**src/rtl/mips_pkg.sv**
```systemverilog
// rtl/mips_pkg.sv - shared control-bundle layout and ALU opcodes for the MIPS datapath
// Purpose : single source of truth for the 14-bit control bundle, shared by
//           control_unit, idex_stage and the EX-stage logic.
// Contents: CTRL_W, bit indices of each control field, aluop codes,
//           ctrl_is_load() helper.
package mips_pkg;

   localparam int CTRL_W          = 14;

   // Bundle layout, MSB first:
   // {spare, reg_write, mem_read, mem_write, mem_to_reg, pc_to_reg, alusrc, branch, jump[1:0], aluop[3:0]}
   localparam int CTRL_SPARE      = 13;
   localparam int CTRL_REG_WRITE  = 12;
   localparam int CTRL_MEM_READ   = 11;
   localparam int CTRL_MEM_WRITE  = 10;
   localparam int CTRL_MEM_TO_REG = 9;
   localparam int CTRL_PC_TO_REG  = 8;
   localparam int CTRL_ALUSRC     = 7;
   localparam int CTRL_BRANCH     = 6;
   localparam int CTRL_JUMP_MSB   = 5;
   localparam int CTRL_JUMP_LSB   = 4;
   localparam int CTRL_ALUOP_MSB  = 3;
   localparam int CTRL_ALUOP_LSB  = 0;

   typedef enum logic [3:0] {
      ALU_AND = 4'h0,
      ALU_OR  = 4'h1,
      ALU_ADD = 4'h2,
      ALU_SUB = 4'h6,
      ALU_SLT = 4'h7,
      ALU_NOR = 4'hC
   } aluop_e;

   function automatic logic ctrl_is_load(input logic [CTRL_W-1:0] ctrl);
      return ctrl[CTRL_MEM_READ];
   endfunction

endpackage

```
**src/rtl/idex_hazard_detect.sv**
```systemverilog
// rtl/idex_hazard_detect.sv - combinational load-use hazard and IF stall generation
// Purpose : flags when the instruction in ID needs a register that the load
//           currently in EX has not produced yet, and derives stall_if.
// Ports   : id_valid/id_rs/id_rt/id_uses_rt - ID instruction operands
//           ex_valid/ex_mem_read/ex_wa       - EX slot contents
//           flush, ext_stall                 - redirect / downstream busy
//           hz                               - load-use hazard
//           stall_if                         - hold PC and IF/ID this cycle
module idex_hazard_detect #(
   parameter int RA_W = 5
) (
   input  logic            id_valid,
   input  logic [RA_W-1:0] id_rs,
   input  logic [RA_W-1:0] id_rt,
   input  logic            id_uses_rt,
   input  logic            ex_valid,
   input  logic            ex_mem_read,
   input  logic [RA_W-1:0] ex_wa,
   input  logic            flush,
   input  logic            ext_stall,
   output logic            hz,
   output logic            stall_if
);

   logic w_rs_match;
   logic w_rt_match;

   assign w_rs_match = (ex_wa == id_rs);
   assign w_rt_match = id_uses_rt & (ex_wa == id_rt);

   // r0 is hardwired to zero, so a load targeting it creates no dependency.
   assign hz = id_valid & ex_valid & ex_mem_read & (ex_wa != '0) & (w_rs_match | w_rt_match);

   // A taken branch/jump must let the redirected PC load, so flush cancels the stall.
   assign stall_if = (hz | ext_stall) & ~flush;

endmodule

```
**src/rtl/idex_stage.sv**
```systemverilog
// rtl/idex_stage.sv - ID/EX pipeline register with load-use bubble insertion
// Purpose : registers decoded controls and operands from ID for the EX stage,
//           inserts bubbles on flush and load-use hazards, holds on ext_stall,
//           and counts inserted load-use bubbles.
// Ports   : clk, reset (async active-low)
//           id_*      - decoded instruction from ID
//           flush     - kill the ID instruction
//           ext_stall - hold ID/EX contents
//           ex_*      - registered EX-stage view
//           stall_if  - combinational PC / IF/ID hold
//           bubble_cnt- saturating count of load-use bubbles
module idex_stage
   import mips_pkg::*;
#(
   parameter int DATA_W  = 32,
   parameter int PC_W    = 8,
   parameter int RA_W    = 5,
   parameter int ALUOP_W = 4,
   parameter int CNT_W   = 16
) (
   input  logic              clk,
   input  logic              reset,
   input  logic              id_valid,
   input  logic [RA_W-1:0]   id_rs,
   input  logic [RA_W-1:0]   id_rt,
   input  logic              id_uses_rt,
   input  logic [CTRL_W-1:0] id_ctrl,
   input  logic [DATA_W-1:0] id_rd1,
   input  logic [DATA_W-1:0] id_rd2,
   input  logic [DATA_W-1:0] id_imm,
   input  logic [RA_W-1:0]   id_wa,
   input  logic [PC_W-1:0]   id_pc4,
   input  logic              flush,
   input  logic              ext_stall,
   output logic              ex_valid,
   output logic [CTRL_W-1:0] ex_ctrl,
   output logic [DATA_W-1:0] ex_rd1,
   output logic [DATA_W-1:0] ex_rd2,
   output logic [DATA_W-1:0] ex_imm,
   output logic [RA_W-1:0]   ex_wa,
   output logic [PC_W-1:0]   ex_pc4,
   output logic              stall_if,
   output logic [CNT_W-1:0]  bubble_cnt
);

   localparam logic [CNT_W-1:0] CNT_ONE = {{(CNT_W-1){1'b0}}, 1'b1};

   logic              r_ex_valid;
   logic [CTRL_W-1:0] r_ex_ctrl;
   logic [DATA_W-1:0] r_ex_rd1;
   logic [DATA_W-1:0] r_ex_rd2;
   logic [DATA_W-1:0] r_ex_imm;
   logic [RA_W-1:0]   r_ex_wa;
   logic [PC_W-1:0]   r_ex_pc4;
   logic [CNT_W-1:0]  r_bubble_cnt;
   logic              w_hz;

   idex_hazard_detect #(
      .RA_W (RA_W)
   ) u_hazard (
      .id_valid    (id_valid),
      .id_rs       (id_rs),
      .id_rt       (id_rt),
      .id_uses_rt  (id_uses_rt),
      .ex_valid    (r_ex_valid),
      .ex_mem_read (ctrl_is_load(r_ex_ctrl)),
      .ex_wa       (r_ex_wa),
      .flush       (flush),
      .ext_stall   (ext_stall),
      .hz          (w_hz),
      .stall_if    (stall_if)
   );

   always_ff @(posedge clk or negedge reset) begin
      if (!reset) begin
         r_ex_valid   <= 1'b0;
         r_ex_ctrl    <= '0;
         r_ex_rd1     <= '0;
         r_ex_rd2     <= '0;
         r_ex_imm     <= '0;
         r_ex_wa      <= '0;
         r_ex_pc4     <= '0;
         r_bubble_cnt <= '0;
      end else if (flush || (!ext_stall && w_hz)) begin
         // Bubble: every control bit cleared so nothing is written downstream.
         r_ex_valid <= 1'b0;
         r_ex_ctrl  <= '0;
         r_ex_rd1   <= '0;
         r_ex_rd2   <= '0;
         r_ex_imm   <= '0;
         r_ex_wa    <= '0;
         r_ex_pc4   <= '0;
         // Only load-use bubbles are counted; flush bubbles are not.
         if (!flush && (r_bubble_cnt != '1)) begin
            r_bubble_cnt <= r_bubble_cnt + CNT_ONE;
         end
      end else if (!ext_stall) begin
         r_ex_valid <= id_valid;
         r_ex_ctrl  <= id_valid ? id_ctrl : '0;
         r_ex_rd1   <= id_rd1;
         r_ex_rd2   <= id_rd2;
         r_ex_imm   <= id_imm;
         r_ex_wa    <= id_wa;
         r_ex_pc4   <= id_pc4;
      end
   end

   assign ex_valid   = r_ex_valid;
   assign ex_ctrl    = r_ex_ctrl;
   assign ex_rd1     = r_ex_rd1;
   assign ex_rd2     = r_ex_rd2;
   assign ex_imm     = r_ex_imm;
   assign ex_wa      = r_ex_wa;
   assign ex_pc4     = r_ex_pc4;
   assign bubble_cnt = r_bubble_cnt;

endmodule

```
**config.mk**
```make
export PLATFORM = sky130hd
export DESIGN_NAME = idex_stage
export DESIGN_NICKNAME = d
export VERILOG_FILES = /design/src/rtl/mips_pkg.sv /design/src/rtl/idex_hazard_detect.sv /design/src/rtl/idex_stage.sv
export SDC_FILE = /design/constraint.sdc
export NUM_CORES = 1
export LEC_CHECK = 0
export BUFFER_PORTS_ARGS = -buffer_cell sky130_fd_sc_hd__buf_2
export CORE_MARGIN = 10
export CORE_UTILIZATION = 25
export CTS_BUF_LIST = sky130_fd_sc_hd__clkbuf_16
export DETAILED_ROUTE_END_ITERATION = 10
export GPL_TIMING_DRIVEN = 0
export PLACE_DENSITY = 0.56
export SYNTH_ARGS = -nofsm -noshare
export SYNTH_HDL_FRONTEND = slang
export SYNTH_SLANG_ARGS = --single-unit
```
**constraint.sdc**
```tcl
create_clock -name clk -period 2.4 [get_ports clk]
set_input_delay 0.36 -clock clk [delete_from_list [all_inputs] [get_ports clk]]
set_output_delay 0.36 -clock clk [all_outputs]
set_load 0.01 [all_outputs]
```
==> flow_summary.yaml <==
outcome:
  run_status: "finished, violations left"
  failed_checks: "hold timing"
floorplan:
  ios: 280
  die_w_um: 166
  die_area_um2: 27500
  initial_core_util_pct: 25.4
  num_rows: 53
  die_y_um: 166
  coreArea_um2: 21000
grt:
  overflow: 0
  antenna_found_initial: 5
  grt_pass1_wl_mm: 29.3
  grtUsageTotal_pct: 13.4
  grt_max_degree: 85
  first_global_vias: 4861
power:
  intPower_mw: 4.39
  power.density_nw_per_um2: 753
  p_comb_share_pct: 10.4
  p_leak_nw: 4.14
  power_frac_clock_pct: 45.9
  switchingPower_mw: 1.43
  netSwitchingFraction_pct: 24.6
  max-vdd-ir-drop_uv: 337
  p_total_mw: 5.82
  sequentialPowerShare_pct: 43.7
cts:
  holdBufCountCts: 0
  cts_tree: "yes"
  cts_root_buf: "clkbuf_16"
  h-tree-depth: 4
  cts.sinks: 140
  cts_buffers: 17
  path_clk_slew_ps: 60
  cts_buffer_depth: 2
  clkLatencyLatePin_ps: 410
drt:
  first_iter_violations: 160
  wl_per_cell_um: 19.4
  remaining_drc_errors: 0
  wl_mm: 18.7
  viasPerCell: 4.56
  vias: 4398
  drt_pass1_iterations: 4
  ant_nets: 0
critical_path:
  path_class: "register to output pin"
  cp_slowest_stage_delay_ps: 550
  cp-start-kind: "register"
  path_cells: "or4_4 > o21a_4 > a21oi_2 > nor2_1 > buf_2"
  setup.worst_path.end_class: "output pin"
  slowest_stage: "or4_4"
  worstPathRequired_ps: 2040
  crit_path_max_fanout: 5
  arrival_ps: 1940
logic_synthesis:
  yosysSeqAreaShare_pct: 65.9
  syn_avg_cell_area_um2: 14.1
  synth.net_count: 516
  syn-instance-count: 376
  synth_seq_cells: 140
  syn-cell-area_um2: 5310
  synth.distinct_cells: 27
  yosys_warnings: 0
sta:
  period_needed_ps: 2300
  skew_ps: 13.1
  finalSetupViolCount: 0
  holdWs_ps: -4.65
  period_share_pct: 95.9
  drv_slew: 0
  rsz0062_at_grt: "false"
  worst_slew_pin_slew_ps: 820
  tns_ps: 0
  hold_viol: 2
  slew_headroom_pct: 45.4
  fmax_mhz: 434
  worst_slack_ps: 97.4
finish:
  syn2layout_area_growth_pct: 45.5
  final_common_cell: "buf_2"
  fin_area_um2: 7730
  nets: 816
  layout_common_cells: "284 x buf_2, 139 x dfrtp_1, 110 x a22o_1"
  drive_gt1_share_pct: 48.5
placement:
  port-buffer-count: 279
  post-place-ws_ps: -102
  place.gp.congestion: 0.860
  place_area_um2: 7090
  place_hpwl_mm: 14.4
job:
  cap_viol_max_count: 0
worst_hold_path:
  hold_class: "input port to async pin"
-- kinds of logic (layout without fill, tap and decap cells) --
logic type               Yosys count  after routing  share of synthesized area (%)
AND/OR/NAND/NOR                   50             50                           5.16
other                              0              1                              0
adder cells (fa/ha/maj)            1              1                          0.235
buffers and inverters             30            342                           2.83
AO/OA/AOI/OAI                    129            129                           21.5
multiplexers                       1              1                          0.212
XOR/XNOR                          25             25                           4.12
flip-flops                       140            140                           65.9
-- sequential cells by signal, summed over array words and instances (netlist names) --
register	flops
ex_valid	1
ex_ctrl	14
ex_pc4	8
ex_rd2	32
ex_wa	5
ex_imm	32
bubble_cnt	16
ex_rd1	32
-- layout make-up --
cell class / count / area (µm²)
antenna: 1 / 2.50
buffer: 30 / 158
clock buffer: 17 / 425
clock inverter: 14 / 170
fill: 2109 / 13200
multi-input combinational: 206 / 1690
sequential: 140 / 3500
tap: 275 / 344
timing repair buffer: 281 / 1440
-- path summary, 6_finish.rpt --
check / startpoint / to / slack (ps) / cells past startpoint
worst min register to register: ex_ctrl[6]$_DFFE_PN0P_ / ex_ctrl[6]$_DFFE_PN0P_ / 490 / 1
min in group clk: id_rd2[9] / ex_rd2[9]$_DFFE_PN0P_ / 160 / 2
worst min-delay path: reset / bubble_cnt[11]$_DFFE_PN0P_ / -5 / 1
worst max register to register: ex_wa[1]$_DFFE_PN0P_ / bubble_cnt[1]$_DFFE_PN0P_ / 210 / 5
max in group asynchronous: reset / ex_imm[24]$_DFFE_PN0P_ / 1660 / 2
worst max-delay path: ex_wa[1]$_DFFE_PN0P_ / stall_if / 100 / 5
-- through the flow --
step	cells	util [%]
after CTS	963	36.8
final	964	36.9
after global placement	930	33.7
after global routing	964	36.9
after detailed placement	931	33.8
after floorplan	376	-
-- routing by layer --
metal	up-vias	wire length (µm)	GRT usage, %	part of all wire [%]
li1	2053	-	-	-
met1	2125	8220	16.5	44
met2	197	8680	20.7	46
met3	15	1600	6.11	8.5
met4	8	167	3.58	0.89
met5	-	55	0	0.29
-- synthesized netlist by cell type --
master	instances	share of area, %
buf_4	8	1.1
o22ai_2	1	0.24
nand2_1	7	0.49
or2_0	1	0.12
dfrtp_1	140	66
and3_1	6	0.71
a21oi_1	1	0.094
nor2b_1	1	0.12
ha_1	1	0.24
buf_2	6	0.57
a32o_1	14	2.6
nor4_1	2	0.24
nand4_1	7	0.82
xnor2_1	25	4.1
a21oi_2	1	0.16
nor2_1	4	0.28
nand3_1	13	1.2
nor3_1	4	0.38
o21ai_1	1	0.094
nor3_2	1	0.19
mux2_2	1	0.21
nand3b_1	2	0.28
or4_1	1	0.14
clkbuf_1	16	1.1
a22o_1	110	18
and4_1	1	0.16
o21a_1	1	0.14
-- worst max-delay path, delay by kind of cell, from the launching register on --
kind,cells,cell delay (ps)
and+or+nand+nor,2,590
DFF,1,440
AOI/OAI and AO/OA,2,360
buffers and inverters,1,130
-- what timing repair did --
action	CTS	global route
buffers inserted	1	0
gates resized for setup	4	6
pin swaps	1	0
cloned	0	0
setup endpoints to repair	58	1
-- power groups by stage --
| stage | clock network, mW | logic, mW | registers (mW) |
|---|---|---|---|
| final | 2.67 | 0.608 | 2.54 |
| after global routing | 2.88 | 0.673 | 2.55 |
| after CTS | 2.77 | 0.622 | 2.54 |
| after detailed placement | 0 | 0.618 | 2.58 |
| after global placement | 0 | 0.604 | 2.58 |
| after floorplan | 0 | 0.193 | 2.63 |
(Power assumes the default switching activity.)
